[config.mk]
export PLATFORM = sky130hd
export DESIGN_NAME = scan_session_ctrl
export DESIGN_NICKNAME = d
export VERILOG_FILES = /design/src/rtl/scan_session_ctrl.sv
export SDC_FILE = /design/constraint.sdc
export NUM_CORES = 1
export LEC_CHECK = 0
export BUFFER_PORTS_ARGS = -buffer_cell sky130_fd_sc_hd__buf_2
export CAP_MARGIN = 20
export CORE_MARGIN = 5
export CORE_UTILIZATION = 35
export CTS_CLUSTER_SIZE = 20
export DETAILED_ROUTE_END_ITERATION = 12
export GPL_TIMING_DRIVEN = 0
export PLACE_DENSITY = 0.62
export SLEW_MARGIN = 20
export SYNTH_ARGS = -nofsm -noshare
export SYNTH_HDL_FRONTEND = slang
export SYNTH_SLANG_ARGS = --single-unit
[constraint.sdc]
create_clock -name clk -period 2.75 [get_ports clk]
set_clock_uncertainty 0.2 [all_clocks]
set_input_delay 0.55 -clock clk [delete_from_list [all_inputs] [get_ports clk]]
set_output_delay 0.55 -clock clk [all_outputs]
set_load 0.05 [all_outputs]
[src/rtl/scan_session_ctrl.sv]
// Full-scan session sequencer: fetches pattern/expect pairs, shifts them through the chain,
// runs capture clocks and compares each unloaded response against its expected value.
module scan_session_ctrl #(
    parameter int CHAIN_LEN = 17,
    parameter int CAP_W     = 7,
    parameter int CNT_W     = 16
) (
    input  logic                 clk,
    input  logic                 reset,
    input  logic                 start,
    input  logic                 pat_valid,
    output logic                 pat_ready,
    input  logic [CHAIN_LEN-1:0] pat_data,
    input  logic [CHAIN_LEN-1:0] pat_expect,
    input  logic [CAP_W-1:0]     pat_cap,
    input  logic                 pat_last,
    output logic                 scan_en,
    output logic                 scan_in,
    input  logic                 scan_out,
    output logic                 test_mode,
    output logic                 busy,
    output logic                 done,
    output logic                 fail,
    output logic [CNT_W-1:0]     fail_count,
    output logic [CNT_W-1:0]     pat_count,
    output logic [CNT_W-1:0]     first_fail_idx
);

    localparam int BIT_W = (CHAIN_LEN > 1) ? $clog2(CHAIN_LEN) : 1;

    typedef enum logic [2:0] {
        IDLE,
        FETCH,
        SHIFT,
        CMP,
        CAPTURE,
        UNLOAD,
        DONE
    } state_t;

    state_t               state;
    logic [CHAIN_LEN-1:0] shift_r;
    logic [CHAIN_LEN-1:0] resp_r;
    logic [CHAIN_LEN-1:0] exp_next;
    logic [CHAIN_LEN-1:0] exp_prev;
    logic [CAP_W-1:0]     cap_r;
    logic [CAP_W-1:0]     cap_cnt;
    logic [BIT_W-1:0]     bit_cnt;
    logic                 last_r;
    logic                 have_prev;
    logic                 unload_r;

    logic [CAP_W-1:0]     cap_eff;
    logic                 shift_last;
    logic                 cap_last;

    // A programmed capture count of zero still gets one functional clock.
    assign cap_eff    = (cap_r == '0) ? CAP_W'(1) : cap_r;
    assign shift_last = (bit_cnt == BIT_W'(CHAIN_LEN - 1));
    assign cap_last   = (cap_cnt == cap_eff - CAP_W'(1));

    // The stimulus register feeds the chain directly, so scan_in is a flop output.
    assign scan_in = shift_r[0];
    assign busy    = test_mode;

    function automatic logic [CNT_W-1:0] sat_inc(input logic [CNT_W-1:0] v);
        return (v == '1) ? v : v + CNT_W'(1);
    endfunction

    // NOTE: every register below is updated with <= so all reads in this block see
    // pre-edge values; the chain-wide registers are reset too, since a reset must
    // leave no stale response that a later session could compare against.
    always_ff @(posedge clk or negedge reset) begin
        if (!reset) begin
            state          <= IDLE;
            shift_r        <= '0;
            resp_r         <= '0;
            exp_next       <= '0;
            exp_prev       <= '0;
            cap_r          <= '0;
            cap_cnt        <= '0;
            bit_cnt        <= '0;
            last_r         <= 1'b0;
            have_prev      <= 1'b0;
            unload_r       <= 1'b0;
            pat_ready      <= 1'b0;
            scan_en        <= 1'b0;
            test_mode      <= 1'b0;
            done           <= 1'b0;
            fail           <= 1'b0;
            fail_count     <= '0;
            pat_count      <= '0;
            first_fail_idx <= '0;
        end else begin
            case (state)
                IDLE, DONE: begin
                    if (start) begin
                        state          <= FETCH;
                        pat_ready      <= 1'b1;
                        test_mode      <= 1'b1;
                        done           <= 1'b0;
                        fail           <= 1'b0;
                        fail_count     <= '0;
                        pat_count      <= '0;
                        first_fail_idx <= '0;
                        have_prev      <= 1'b0;
                        unload_r       <= 1'b0;
                    end
                end

                FETCH: begin
                    if (pat_valid && pat_ready) begin
                        shift_r   <= pat_data;
                        exp_next  <= pat_expect;
                        cap_r     <= pat_cap;
                        last_r    <= pat_last;
                        pat_count <= sat_inc(pat_count);
                        bit_cnt   <= '0;
                        pat_ready <= 1'b0;
                        scan_en   <= 1'b1;
                        state     <= SHIFT;
                    end
                end

                SHIFT, UNLOAD: begin
                    // Response bits arrive MSB-first into the register, so the first
                    // bit out of the chain lands in resp_r[0] after a full pass.
                    shift_r <= {1'b0, shift_r[CHAIN_LEN-1:1]};
                    resp_r  <= {scan_out, resp_r[CHAIN_LEN-1:1]};
                    bit_cnt <= bit_cnt + BIT_W'(1);
                    if (shift_last) begin
                        scan_en <= 1'b0;
                        if (have_prev) begin
                            state <= CMP;
                        end else begin
                            cap_cnt <= '0;
                            state   <= CAPTURE;
                        end
                    end
                end

                CMP: begin
                    if (resp_r != exp_prev) begin
                        fail       <= 1'b1;
                        fail_count <= sat_inc(fail_count);
                        // In a normal pass the response belongs to the pattern before the
                        // one just loaded; in the unload pass it is the latest one.
                        if (!fail) begin
                            first_fail_idx <= unload_r ? pat_count - CNT_W'(1)
                                                       : pat_count - CNT_W'(2);
                        end
                    end
                    if (unload_r) begin
                        done      <= 1'b1;
                        test_mode <= 1'b0;
                        state     <= DONE;
                    end else begin
                        cap_cnt <= '0;
                        state   <= CAPTURE;
                    end
                end

                CAPTURE: begin
                    cap_cnt <= cap_cnt + CAP_W'(1);
                    if (cap_last) begin
                        exp_prev  <= exp_next;
                        have_prev <= 1'b1;
                        if (last_r) begin
                            unload_r <= 1'b1;
                            shift_r  <= '0;
                            bit_cnt  <= '0;
                            scan_en  <= 1'b1;
                            state    <= UNLOAD;
                        end else begin
                            pat_ready <= 1'b1;
                            state     <= FETCH;
                        end
                    end
                end

                default: state <= IDLE;
            endcase
        end
    end

endmodule

==> key figures, run 1 <==
Outcome
  – Status: complete, but fails checks
  – Violated checks: setup timing

GRT
  – Vias in the first global route: 5,670
  – Initial antenna violation count: 0
  – First-pass GRT wire length: 29,600 µm
  – M2 GR Usage: 22.9%
  – Largest net degree at the start of global routing: 93
  – GRT busiest layer: met2
  – All-Layer GR Usage: 15.0%
  – GR Util met3: 4.20%
  – Grt total ovfl: 0
  – Met1 GRT Util: 21.5%

Final layout
  – Nets: 904
  – Sequential Area: 3660 µm²
  – Diodes inserted: 0
  – Layout cell share with drive strength beyond 1: 30.2%
  – Finished Cell Area: 9230 µm²
  – Area Growth Syn to Fin: 25.1%
  – Multi-input logic area: 3640 µm²
  – Fill cells: 2,028

Synthesis
  – Post-synth top flop: dfrtp_1
  – Mapped Area: 7380 µm²
  – Count leader, synth: dfrtp_1
  – Post-synth ARST share: 100%
  – Largest family of logic cells by synthesized area: simple AND/OR/NAND/NOR gates
  – Post-Synth Adder-Cell Area: 1.70%
  – Syn Nets: 770
  – Synthesized-area fraction occupied by and/or/nand/nor cells: 16.4%
  – Post-synth EDFFs: 0
  – Area leader, netlist: dfrtp_1
  – Multiplexer share of the synthesized area: 9.95%
  – FF+latch count, synth: 146
  – Netlist cell types: 68
  – Post-synth top cells: 146 x dfrtp_1, 95 x nand2_1, 49 x nor2_1
  – Yosys warnings: 0
  – Post-synthesis xor/xnor area fraction: 5.58%
  – Mapped Cells: 713
  – Sequential cell area fraction in the yosys report: 49.5%
  – Post-synthesis compound-gate area fraction: 13.6%
  – Top-area cell type share of the netlist area: 49.5%
  – Largest cells by area after synthesis: dfrtp_1 50%, mux2_2 7.2%, nand2_1 4.8%, xnor2_1 3.4%, a22o_1 2.6%
  – Syn Area/Cell: 10.4 µm²

Worst setup path
  – Worst Setup End Kind: flip-flop
  – Crit-path slowest cell: dfrtp_2
  – Crit Path Max Fanout: 10
  – R2R Setup Slk: -270 ps
  – Crit path arrival time: 3120 ps
  – CP Launch Type: flip-flop
  – R2R Path Start: cap_r[6]
  – Crit-path leading delay family: simple AND/OR/NAND/NOR gates
  – Slowest Stage Delay on Critical Path: 420 ps
  – CP bufs+invs: 1
  – Capture point of the worst reg-to-reg path: exp_prev[8]
  – R2R depth: 10
  – Critical Path RT: 2850 ps
  – Crit-path cells: nor4_4 > a21oi_2 > ha_4 > xor2_2 > o31ai_4 > a2111oi_4 > nand4_1 > or2_4 > buf_12 > mux2_4
  – Crit path kind: flip-flop to flip-flop

Clocking
  – Cts bufs inserted: 17
  – Reg clk slew, reported paths: 60 ps
  – Root Driver: clkbuf_16
  – CTS tree: done
  – Clk_lat worst skew: 430 ps
  – H-tree Lvls: 4
  – Clock buffer depth: 2
  – Clk sinks: 146

Detailed routing
  – Drt total wl: 17,700 µm
  – DRT antenna net count: 0
  – Vias per inst: 5.07
  – Via count: 5,756
  – DR pass1 iterations: 5
  – DRT iter0 DRCs: 327
  – Residual DRC: 0
  – Routed wire per std cell: 15.6 µm

Placement
  – Cell Area, Placed: 8300 µm²
  – # port buffers: 101
  – Gpl congestion: 0.828
  – DP HPWL: 12,300 µm

Pwr
  – Flop pwr share: 32.1%
  – Cell Pwr Density: 1150 nW/µm²
  – Net Sw Frac: 40.2%
  – Cell internal pwr: 6.38 mW
  – Clk pwr share: 22.8%
  – Worst VDD drop: 0.000642 V
  – Combinational Power Share: 45.1%
  – Leak: 4.61 nW
  – Switch Pwr: 4.28 mW

Timing
  – Slew @ Worst Pin: 793 ps
  – Fin crit share: 110%
  – Hold_ws: 148 ps
  – Worst rel slew slack: 46.7%
  – RSZ-0062 raised after global routing: true
  – Fin. Hold Viols: 0
  – Final setup violation count: 40
  – Final Max Tran Viols: 0
  – Fmax: 332 MHz
  – Min Tclk post-route: 3020 ps
  – Slack of the critical path: -266 ps

Floorplanning
  – Initial core utilization: 35.3%
  – Die extent in x: 155 µm
  – Chip Height: 155 µm
  – Io pins: 102
  – Core area: 20,900 µm²
  – Standard-cell rows: 53
  – Die area: 24,100 µm²

Run
  – Max Cap Violations: 0

Min path
  – Hold depth: 3
  – HP Start: scan_out
  – Worst hold endpoint: resp_r[16]
  – Hold Path Class: input port to flip-flop
-- stage by stage --
| step | setup TNS [ps] | utilization, % | setup slack [ps] | total power, mW | instances |
|---|---|---|---|---|---|
| detailed placement | -26490 | 39.7 | -721 | 7.69 | 1090 |
| floorplan | -2630 | - | -233 | 6.59 | 713 |
| global route | -9850 | 44.2 | -372 | 11.4 | 1135 |
| finish | -5460 | 44.2 | -266 | 10.7 | 1135 |
| global placement | -217460 | 39.5 | -1350 | 7.60 | 1089 |
| CTS | -6500 | 43.7 | -342 | 10.5 | 1136 |
-- routing by layer --
layer | part of all wire, % | routed length (µm)
met2 | 46 | 8090
met5 | 0 | 0
met4 | 0.39 | 70
met3 | 6.1 | 1090
met1 | 48 | 8490
-- timing repair --
| action | in CTS | in global routing |
|---|---|---|
| setup buffers | 12 | 4 |
| pin swaps | 20 | 11 |
| hold buffers | 1 | 0 |
| gates cloned | 2 | 0 |
| endpoints found under the setup margin | 99 | 125 |
| endpoints found under the hold margin | 54 | 0 |
| resized for setup | 24 | 35 |
-- worst min-delay path: stages --
cell	delay [ps]
buf_2	90
nand2_1	40
nand2_1	50
-- cell usage in the layout, fill, tap and decap left out, types with 6 or more instances in the layout --
cell         n
mux2_4       9
inv_1       12
a31oi_1      9
nor2_1      48
xnor2_1     29
and2_1       6
nor2b_1      6
o21ai_0     34
xor2_1      17
nand3_1     15
clkbuf_16   18
mux2i_1      7
clkbuf_2     8
buf_4        9
clkbuf_1    23
buf_2      101
a21oi_1     16
or3_1        7
ha_1         9
dfrtp_1    142
nand2_1     91
nand4_1     25
and3_1      11
nand2b_1     7
a22o_1      22
a21o_1      19
mux2_2      47
-- state kept, by name, summed over array words and instances (netlist names), 3 cells and up --
name	count
resp_r	17
shift_r	17
cap_cnt	7
fail_count	16
pat_count	16
cap_r	7
state	3
bit_cnt	5
exp_prev	17
first_fail_idx	16
exp_next	17
-- worst max-delay path by stage --
stage,start,endpoint,depth (start not counted),slack [ps]
3_3_place_gp,reset,exp_next[13],1,-1350
2_1_floorplan,cap_r[5],exp_prev[10],11,-230
5_1_grt,cap_r[6],exp_prev[8],10,-370
4_1_cts,cap_r[3],exp_prev[8],12,-340
3_5_place_dp,cap_r[5],exp_prev[12],11,-720
6_report,cap_r[6],exp_prev[8],10,-270
-- cells by family after synthesis --
| group | count (synthesis) |
|---|---|
| simple gates | 250 |
| buf+inv | 55 |
| flops | 146 |
| xor+xnor | 47 |
| compound gates | 142 |
| fa+ha+maj | 10 |
| mux | 63 |
-- power by group through the flow --
stage | sequential, mW | combinational (mW) | clock, mW
floorplan | 3.91 | 2.68 | 0
global placement | 3.45 | 4.15 | 0
detailed placement | 3.47 | 4.22 | 0
CTS | 3.42 | 4.59 | 2.49
global route | 3.52 | 5.30 | 2.58
finish | 3.42 | 4.81 | 2.43
-- final cells by class --
class	instances	area share, %
Multi-Input combinational cell	512	39.5
Clock inverter	12	1.65
Buffer	40	2.44
Inverter	14	0.569
Sequential cell	146	39.6
Tap cell	275	3.73
Clock buffer	20	5.05
Timing Repair Buffer	116	7.47
No activity file was read; power rests on OpenSTA's default activity.
==> inputs of run 2 (changes only) <==
==> constraint.sdc (replaced) <==
create_clock -name clk -period 2.75 [get_ports clk]
set_clock_uncertainty 0.2 [all_clocks]
set_input_delay 0.4125 -clock clk [delete_from_list [all_inputs] [get_ports clk]]
set_output_delay 0.4125 -clock clk [all_outputs]
set_load 0.05 [all_outputs]
==> key figures, run 2 (synthesis gave the netlist of run 1 again) <==
Outcome
  – Status: complete, but fails checks (unchanged)
  – Violated checks: setup timing (unchanged)

Final layout
  – Commonest non-fill, non-tap cell in the layout: dfrtp_1 (unchanged)
  – Most frequent cells in the layout: 142 x dfrtp_1, 101 x buf_2, 91 x nand2_1 (unchanged)
  – Area Growth Syn to Fin: 25.3% (was 25.1%)
  – Nets: 905 (was 904)
  – Diodes inserted: 0 (unchanged)
  – Post-route insts no fill: 1,136 (was 1,135)
  – Layout cell share with drive strength beyond 1: 30.2% (about the same)
  – Finished Cell Area: 9240 µm² (was 9230 µm²)

Worst setup path
  – Worst Setup End Kind: flip-flop (unchanged)
  – R2R Setup Slk: -270 ps (about the same)
  – Slowest Stage Delay on Critical Path: 420 ps (about the same)
  – CP bufs+invs: 1 (unchanged)
  – Crit Path Max Fanout: 10 (unchanged)
  – Crit-path leading delay family: simple AND/OR/NAND/NOR gates (unchanged)
  – Capture point of the worst reg-to-reg path: exp_prev[8] (unchanged)
  – Crit path kind: flip-flop to flip-flop (unchanged)
  – R2R depth: 10 (unchanged)
  – R2R Path Start: cap_r[6] (unchanged)
  – Crit-path cells: nor4_4 > a21oi_2 > ha_4 > xor2_2 > o31ai_4 > a2111oi_4 > nand4_1 > or2_4 > buf_12 > mux2_4 (unchanged)
  – Critical Path RT: 2850 ps (about the same)
  – Crit path arrival time: 3120 ps (about the same)
  – Crit-path slowest cell: dfrtp_2 (unchanged)
  – CP Launch Type: flip-flop (unchanged)

Timing
  – Slew @ Worst Pin: 774 ps (was 793 ps)
  – TNS Setup: -5510 ps (was -5460 ps)
  – Fin crit share: 110% (about the same)
  – Fmax: 331 MHz (was 332 MHz)
  – Slack of the critical path: -267 ps (was -266 ps)
  – Worst rel slew slack: 47.9% (was 46.7%)
  – Min Tclk post-route: 3020 ps (about the same)
  – Final Max Tran Viols: 0 (unchanged)
  – Final setup violation count: 40 (unchanged)
  – RSZ-0062 raised after global routing: true (unchanged)
  – Fin. Hold Viols: 0 (unchanged)

Floorplanning
  – Io pins: 102 (unchanged)
  – Chip Height: 155 µm (unchanged)
  – Core area: 20,900 µm² (unchanged)
  – Die area: 24,100 µm² (unchanged)
  – Die extent in x: 155 µm (unchanged)
  – Initial core utilization: 35.3% (unchanged)
  – Standard-cell rows: 53 (unchanged)

Pwr
  – Cell Pwr Density: 1150 nW/µm² (about the same)
  – Total Power: 10.7 mW (about the same)
  – Worst VDD drop: 0.000642 V (about the same)
  – Leak: 4.61 nW (about the same)

Detailed routing
  – Via count: 5,767 (was 5,756)
  – DRT antenna net count: 0 (unchanged)
  – DRT iter0 DRCs: 300 (was 327)
  – Routed wire per std cell: 15.6 µm (about the same)
  – Drt total wl: 17,800 µm (was 17,700 µm)
  – DR pass1 iterations: 5 (unchanged)
  – Residual DRC: 0 (unchanged)
  – Vias per inst: 5.08 (was 5.07)

Clocking
  – CTS tree: done (unchanged)
  – Clock buffer depth: 2 (unchanged)
  – H-tree Lvls: 4 (unchanged)
  – Reg clk slew, reported paths: 60 ps (about the same)
  – Root Driver: clkbuf_16 (unchanged)
  – Clk_lat worst skew: 430 ps (about the same)
  – Cts bufs inserted: 17 (unchanged)
  – Clk sinks: 146 (unchanged)

Placement
  – Cell Area, Placed: 8300 µm² (unchanged)
  – Gpl congestion: 0.828 (unchanged)
  – Post-Place Worst Slack: -721 ps (unchanged)
  – Dpl cells: 1,090 (unchanged)
  – # port buffers: 101 (unchanged)
  – DP HPWL: 12,300 µm (unchanged)

Min path
  – HP Start: pat_expect[11] (was scan_out)
  – Worst hold endpoint: exp_next[11] (was resp_r[16])
  – Hold depth: 2 (was 3)
  – Hold Path Class: input port to flip-flop (unchanged)

GRT
  – First-pass GRT wire length: 29,700 µm (was 29,600 µm)
  – Initial antenna violation count: 0 (unchanged)
  – Vias in the first global route: 5,676 (was 5,670)
  – All-Layer GR Usage: 15.1% (was 15.0%)
  – Grt total ovfl: 0 (unchanged)
  – Largest net degree at the start of global routing: 93 (unchanged)

Run
  – Max Cap Violations: 0 (unchanged)
## run 2: repair_timing
| action | CTS | global route |
|---|---|---|
| resized for setup | 24 | 35 |
| buffers inserted | 12 | 4 |
| setup endpoints to repair | 99 | 125 |
| pin swaps | 20 | 11 |
| gates cloned | 2 | 0 |
| hold buffers | 2 | 0 |
| endpoints found under the hold margin | 55 | 0 |
## run 2: worst reg2reg max path, cell delays in order (launching register included)
cell and delay [ps]:
dfrtp_2 420, nor4_4 310, a21oi_2 120, ha_4 290, xor2_2 160, o31ai_4 100, a2111oi_4 370, nand4_1 180
or2_4 290, buf_12 160, mux2_4 300
## run 2: per-stage QoR
stage / utilization (%) / hold slack (ps)
CTS: 43.8 / 5.62
detailed placement: 39.7 / 167
floorplan: - / -83.1
finish: 44.3 / 16.6
global route: 44.3 / 1.87
global placement: 39.5 / 258
## run 2: final cells by class
type | instances | area, µm²
buffer | 40 | 225
clock buffer | 20 | 467
clock inverter | 12 | 153
fill | 2027 | 11600
inverter | 14 | 52.6
multi-input combinational | 512 | 3640
sequential | 146 | 3660
tap | 275 | 344
timing repair buffer | 117 | 699
## run 2: power by group
group	internal, mW	leakage [nW]	total [mW]	switching (mW)
clock network	1.50	0.307	2.44	0.939
logic	2.01	2.39	4.81	2.80
registers	2.87	1.92	3.42	0.553
## run 2: how the worst max path moves through the flow
stage | startpoint | to | slack (ps) | cells after the start
finish | cap_r[6] | exp_prev[8] | -270 | 10
global route | cap_r[6] | exp_prev[8] | -370 | 10
CTS | cap_r[3] | exp_prev[8] | -340 | 12
detailed placement | cap_r[5] | exp_prev[12] | -720 | 11
global placement | reset | exp_next[13] | -1210 | 1
floorplan | cap_r[5] | exp_prev[10] | -230 | 11
## run 2: metal layers
metal / global-route usage, % / routed length (µm)
met1: 21.5 / 8510
met2: 22.9 / 8100
met3: 4.20 / 1030
met4: 3.42 / 123
met5: 0 / 0
